### config.mk
export PLATFORM = sky130hd
export DESIGN_NAME = mprj_wb_responder
export DESIGN_NICKNAME = d
export VERILOG_FILES = /design/src/rtl/mprj_wb_responder.sv
export SDC_FILE = /design/constraint.sdc
export NUM_CORES = 1
export LEC_CHECK = 0
export BUFFER_PORTS_ARGS = -buffer_cell sky130_fd_sc_hd__buf_4
export CAP_MARGIN = 20
export CORE_MARGIN = 1.5
export CORE_UTILIZATION = 45
export CTS_CLUSTER_DIAMETER = 40
export CTS_CLUSTER_SIZE = 28
export DETAILED_ROUTE_END_ITERATION = 10
export HOLD_SLACK_MARGIN = 0.05
export PLACE_DENSITY = 0.59
export SLEW_MARGIN = 20
export SYNTH_ARGS = -nofsm -noshare
export SYNTH_HDL_FRONTEND = slang
export SYNTH_SLANG_ARGS = --single-unit
### constraint.sdc
create_clock -name core_clk -period 4 [get_ports core_clk]
set_input_delay 0.4 -clock core_clk [delete_from_list [all_inputs] [get_ports core_clk]]
set_output_delay 0.4 -clock core_clk [all_outputs]
set_load 0.02 [all_outputs]
### src/rtl/mprj_wb_responder.sv
// mprj_wb_responder
// Wishbone classic responder for the user-project side of the management
// SoC user bus. Decodes one address window and serves a bank of
// byte-writable 32-bit scratch registers, with WAIT_CYCLES wait states
// before a registered one-cycle acknowledge.
//
// Optional build macro: WB_RESP_IRQ_EN
//   defined   : words NREGS (IRQ_SET) and NREGS+1 (IRQ_CLR) drive a 3-bit
//               pending register; user_irq_o = pending & user_irq_ena.
//   undefined : those words are unmapped and user_irq_o is 3'b000.
//
// Ports
//   core_clk      in   1   bus clock, rising edge
//   core_rstn     in   1   asynchronous active-low reset
//   wb_iena       in   1   bus enable; no new cycle accepted while low
//   wbs_cyc_i     in   1   bus cycle
//   wbs_stb_i     in   1   strobe
//   wbs_we_i      in   1   1 = write
//   wbs_sel_i     in   4   byte lane enables
//   wbs_adr_i     in   32  byte address
//   wbs_dat_i     in   32  write data
//   wbs_ack_o     out  1   acknowledge, one-cycle pulse
//   wbs_dat_o     out  32  read data, 0 outside the ack cycle
//   user_irq_ena  in   3   interrupt enables
//   user_irq_o    out  3   interrupt requests
//
// State  | meaning
// -------+---------------------------------------------------------------
// IDLE   | waiting for a hit; blocked while the ack pulse is on the bus
// WAIT   | counting down wait states; aborts if cyc or stb drops
// ACK    | write committed / read data captured; ack driven next cycle

module mprj_wb_responder #(
    parameter logic [31:0] BASE_ADR    = 32'h3000_0000,
    parameter logic [31:0] ADR_MASK    = 32'hFFFF_0000,
    parameter int          NREGS       = 16,
    parameter int          WAIT_CYCLES = 1
) (
    input  logic        core_clk,
    input  logic        core_rstn,
    input  logic        wb_iena,
    input  logic        wbs_cyc_i,
    input  logic        wbs_stb_i,
    input  logic        wbs_we_i,
    input  logic [3:0]  wbs_sel_i,
    input  logic [31:0] wbs_adr_i,
    input  logic [31:0] wbs_dat_i,
    output logic        wbs_ack_o,
    output logic [31:0] wbs_dat_o,
    input  logic [2:0]  user_irq_ena,
    output logic [2:0]  user_irq_o
);

    localparam int IDXW = (NREGS > 1) ? $clog2(NREGS) : 1;

    typedef enum logic [1:0] {S_IDLE, S_WAIT, S_ACK} state_t;

    state_t      state, state_nxt;
    logic [3:0]  cnt, cnt_nxt;
    logic        commit;

    logic        lat_we;
    logic [3:0]  lat_sel;
    logic [31:0] lat_adr;
    logic [31:0] lat_dat;
    logic [31:0] rd_q;
    logic [31:0] regs [NREGS];

    logic        hit;
    logic        accept;
    logic        txn_we;
    logic [3:0]  txn_sel;
    logic [31:0] txn_adr;
    logic [31:0] txn_dat;
    logic [31:0] txn_idx;
    logic        txn_mapped;
    logic [31:0] rd_val;

    assign hit = wbs_cyc_i & wbs_stb_i & wb_iena &
                 ((wbs_adr_i & ADR_MASK) == (BASE_ADR & ADR_MASK));
    // The master still holds stb during the ack cycle; ignore it there so
    // the same transfer is not accepted twice.
    assign accept = hit & ~wbs_ack_o;

    // With zero wait states the commit happens on the accepting edge, so the
    // live bus values are used in IDLE and the latched copy otherwise.
    assign txn_we     = (state == S_IDLE) ? wbs_we_i  : lat_we;
    assign txn_sel    = (state == S_IDLE) ? wbs_sel_i : lat_sel;
    assign txn_adr    = (state == S_IDLE) ? wbs_adr_i : lat_adr;
    assign txn_dat    = (state == S_IDLE) ? wbs_dat_i : lat_dat;
    assign txn_idx    = (txn_adr & ~ADR_MASK) >> 2;
    assign txn_mapped = (txn_idx < 32'(NREGS));

    always_comb begin
        state_nxt = state;
        cnt_nxt   = cnt;
        commit    = 1'b0;
        case (state)
            S_IDLE: begin
                if (accept) begin
                    cnt_nxt = 4'(WAIT_CYCLES);
                    if (WAIT_CYCLES == 0) begin
                        state_nxt = S_ACK;
                        commit    = 1'b1;
                    end else begin
                        state_nxt = S_WAIT;
                    end
                end
            end
            S_WAIT: begin
                if (!(wbs_cyc_i && wbs_stb_i)) begin
                    state_nxt = S_IDLE;
                    cnt_nxt   = 4'd0;
                end else begin
                    cnt_nxt = cnt - 4'd1;
                    if (cnt == 4'd1) begin
                        state_nxt = S_ACK;
                        commit    = 1'b1;
                    end
                end
            end
            S_ACK: begin
                state_nxt = S_IDLE;
            end
            default: begin
                state_nxt = S_IDLE;
                cnt_nxt   = 4'd0;
            end
        endcase
    end

`ifdef WB_RESP_IRQ_EN
    logic [2:0] pending;
`endif

    always_comb begin
        rd_val = 32'd0;
        if (txn_mapped) begin
            rd_val = regs[txn_idx[IDXW-1:0]];
        end
`ifdef WB_RESP_IRQ_EN
        if (txn_idx == 32'(NREGS) || txn_idx == 32'(NREGS + 1)) begin
            rd_val = {29'd0, pending};
        end
`endif
    end

    always_ff @(posedge core_clk or negedge core_rstn) begin
        if (!core_rstn) begin
            state     <= S_IDLE;
            cnt       <= 4'd0;
            lat_we    <= 1'b0;
            lat_sel   <= 4'd0;
            lat_adr   <= 32'd0;
            lat_dat   <= 32'd0;
            rd_q      <= 32'd0;
            wbs_ack_o <= 1'b0;
            wbs_dat_o <= 32'd0;
            for (int i = 0; i < NREGS; i++) begin
                regs[i] <= 32'd0;
            end
        end else begin
            state     <= state_nxt;
            cnt       <= cnt_nxt;
            wbs_ack_o <= (state == S_ACK);
            wbs_dat_o <= (state == S_ACK) ? rd_q : 32'd0;
            if (state == S_IDLE && accept) begin
                lat_we  <= wbs_we_i;
                lat_sel <= wbs_sel_i;
                lat_adr <= wbs_adr_i;
                lat_dat <= wbs_dat_i;
            end
            if (commit) begin
                rd_q <= txn_we ? 32'd0 : rd_val;
                if (txn_we && txn_mapped) begin
                    for (int b = 0; b < 4; b++) begin
                        if (txn_sel[b]) begin
                            regs[txn_idx[IDXW-1:0]][8*b +: 8] <= txn_dat[8*b +: 8];
                        end
                    end
                end
            end
        end
    end

`ifdef WB_RESP_IRQ_EN
    always_ff @(posedge core_clk or negedge core_rstn) begin
        if (!core_rstn) begin
            pending    <= 3'd0;
            user_irq_o <= 3'd0;
        end else begin
            user_irq_o <= pending & user_irq_ena;
            if (commit && txn_we && txn_sel[0]) begin
                if (txn_idx == 32'(NREGS)) begin
                    pending <= pending | txn_dat[2:0];
                end else if (txn_idx == 32'(NREGS + 1)) begin
                    pending <= pending & ~txn_dat[2:0];
                end
            end
        end
    end
`else
    logic unused_irq_ena;
    assign unused_irq_ena = ^user_irq_ena;
    assign user_irq_o     = 3'b000;
`endif

endmodule

==> flow_metrics.env <==
export IMPL_outcome="finished clean"
export IMPL_rsz0062_at_grt="false"
export IMPL_path_class="reg2reg"
export IMPL_reg2reg_to="regs[199]$_DFFE_PN0P_"
export IMPL_reg2regPathDepth=7
export IMPL_grt_pass1_wl_mm=114
export IMPL_portBuffers=104
export IMPL_synthFlopType="dfrtp_1"
export IMPL_synth_largest_area_cell="dfrtp_1"
export IMPL_async_flop_share_pct=100
export IMPL_layout_drive_gt1_share_pct=16.3
export IMPL_wl_per_cell_um=19.8
export IMPL_netlist_top_cells_area="dfrtp_1, o21ai_0, nand2_1, o22ai_1, mux2_2"
export IMPL_min_period_ps=3620
export IMPL_clkLatencyLatePin_ps=620
export IMPL_p_per_area_nw_per_um2=482
export IMPL_die_w_um=245
export IMPL_reg2reg_setup_slack_ps=380
export IMPL_finalSetupTns_ps=0
export IMPL_drt_iter0_drc=1552
export IMPL_syn_area_per_cell_um2=10.1
export IMPL_worstMarginPinSlew_ps=897
export IMPL_worst_slack_ps=384
export IMPL_whs_path_depth=2
export IMPL_grt_max_degree=98
export IMPL_syn_to_final_growth_pct=21.0
export IMPL_skew_ps=18.2
export IMPL_gp_congestion=0.811
export IMPL_dr_pass1_iters=5
export IMPL_postSynthCellCount=2613
export IMPL_ys_seq_area_share_pct=60.3
export IMPL_ant_nets=0
export IMPL_crit_path_start_kind="flip-flop"
export IMPL_maxCapViolCount=0
export IMPL_end_kind="flip-flop"
export IMPL_timing_rr_start="state[0]$_DFFE_PN0P_"
export IMPL_synth_top_area_share_pct=60.3
export IMPL_finalHoldViolCount=0
export IMPL_dieHeight_um=245
export IMPL_cts_sinks=634
export IMPL_vias_per_cell=5.67
export IMPL_ctsLongestPathBuffers=3
export IMPL_leakagePower_nw=14.6
export IMPL_n_antenna_cell=0
export IMPL_nets=2847
export IMPL_stdcell_count=3604
export IMPL_final_util_pct=55.2
export IMPL_grt_pass1_vias=20307
export IMPL_wl_mm=71.5
export IMPL_setup_viol=0
export IMPL_synth_edf_count=0
export IMPL_slew_viol_final=0
export IMPL_yosysWarnings=0
export IMPL_clk_pin_slew_ps=60
export IMPL_initial_utilization_pct=45.6
export IMPL_worstPathRequired_ps=4460
export IMPL_layout_common_cells="o21ai_0, dfrtp_1, nand2_1"
export IMPL_crit_path_max_fanout=60
export IMPL_worstHoldStart="wbs_sel_i[0]"
export IMPL_rows=88
export IMPL_netlist_area_um2=26300
export IMPL_antenna_found_initial=2
export IMPL_worstHoldPathType="in2reg"
export IMPL_crit_arrival_ps=4080
export IMPL_overflow=0
export IMPL_timing_final_crit_share_pct=90.4
export IMPL_holdPathEnd="lat_sel[0]$_DFFE_PN0P_"
export IMPL_final_common_cell="o21ai_0"
export IMPL_cts_buffers=88
export IMPL_dieArea_um2=59900
export IMPL_track_usage_pct=24.2
export IMPL_irDropWorstVdd_v=0.000419
export IMPL_holdWs_ps=80.5
export IMPL_cts_root_buf="clkbuf_16"
export IMPL_vias=20445
export IMPL_yosysUniqueCellTypes=44
export IMPL_drc=0
export IMPL_dp_hpwl_mm=44.8
export IMPL_num_io_pins=113
export IMPL_timing_fmax_mhz=277
export IMPL_synth_seq_cells=634
export IMPL_pre_cts_slack_ps=533
export IMPL_placed_cells=3392
export IMPL_cts_tree="done"
export IMPL_slew_headroom_pct=40.2
export IMPL_fp_coreArea_um2=57700
export IMPL_h_tree_depth=3
==> through the flow <==
stage	cell area, µm²	total power [W]
after floorplan	26300	0.00687
after global placement	28200	0.00730
after detailed placement	28200	0.00731
after CTS	31800	0.0155
after global routing	31800	0.0159
final	31800	0.0153
==> metal layers <==
| layer | vias to the layer above | wire length [µm] | share of wire, % | GRT usage [%] |
|---|---|---|---|---|
| met2 | 554 | 33800 | 47 | 39.0 |
| met5 | - | 26 | 0.036 | 0 |
| li1 | 9621 | - | - | - |
| met1 | 10169 | 32200 | 45 | 33.5 |
| met3 | 97 | 3870 | 5.4 | 4.18 |
| met4 | 4 | 1610 | 2.3 | 7.82 |
==> flip-flops by register name, indices dropped and copies added, names as in the netlist <==
signal	count
cnt	4
rd_q	32
lat_sel	4
lat_we	1
lat_adr	14
regs	512
state	2
wbs_ack_o	1
lat_dat	32
wbs_dat_o	32
==> logic make-up (layout without fill, tap and decap cells) <==
kind of cell / count (synthesis) / in the layout / share of synthesized area (%)
xor gates and xnor gates: 1 / 1 / 0.0333
and+or+nand+nor: 731 / 731 / 12.8
DFF: 634 / 634 / 60.3
buffers and inverters: 214 / 438 / 3.95
adders and majority gates: 2 / 2 / 0.0951
AOI/OAI and AO/OA: 942 / 942 / 19.2
muxes: 88 / 88 / 3.60
other: 1 / 3 / 0.0143
==> area by class of cell <==
| type | instances | area (µm²) |
|---|---|---|
| clock buffers | 104 | 2380 |
| clock inverters | 57 | 736 |
| fillers | 5020 | 25900 |
| inverters | 3 | 11.3 |
| multi-input cells | 1767 | 9520 |
| flip-flops and latches | 634 | 15900 |
| well taps | 765 | 957 |
| repair buffers | 274 | 2360 |
==> report_power, final <==
group	switching (W)	internal [W]	total [W]
sequential	0.0000000339	0.00642	0.00642
clock	0.00304	0.00506	0.00810
combinational	0.000547	0.000273	0.000820
==> repair_timing <==
action	4_1_cts	5_1_grt
hold buffers	50	0
hold endpoints to repair	135	0
buffers inserted	0	0
resized for setup	0	0
==> worst max path at each step <==
stage          cells past startpoint  slack, ps            startpoint               endpoint
6_report                           7        380  state[0]$_DFFE_PN0P_  regs[199]$_DFFE_PN0P_
5_1_grt                            6        120  state[0]$_DFFE_PN0P_  regs[192]$_DFFE_PN0P_
4_1_cts                            7        460  state[0]$_DFFE_PN0P_  regs[361]$_DFFE_PN0P_
3_5_place_dp                       6        530  state[0]$_DFFE_PN0P_  regs[362]$_DFFE_PN0P_
3_3_place_gp                       6        630  state[0]$_DFFE_PN0P_  regs[196]$_DFFE_PN0P_
2_1_floorplan                     10       1670    cnt[1]$_DFFE_PN0P_   regs[38]$_DFFE_PN0P_
==> synth_stat cells (all sizes together) (2+ instances only) <==
cell / count
o21ai: 646
dfrtp: 634
nand2: 534
o22ai: 256
buf: 126
nand4: 93
clkbuf: 85
mux2: 53
nor2: 39
mux2i: 35
a21oi: 33
and2: 32
nor3b: 5
nand2b: 4
nand3b: 4
nor3: 4
nor4: 4
inv: 3
nor4b: 3
ha: 2
nand3: 2
nand4b: 2
o211ai: 2
or3: 2
==> critical path, stage by stage (launching register included) <==
cell and delay (ps):
dfrtp_1 640, or2_2 800, mux2i_1 310, nor3_4 270
buf_12 330, nand4_1 680, nand2_1 270, o21ai_0 110
(Power assumes the default switching activity.)
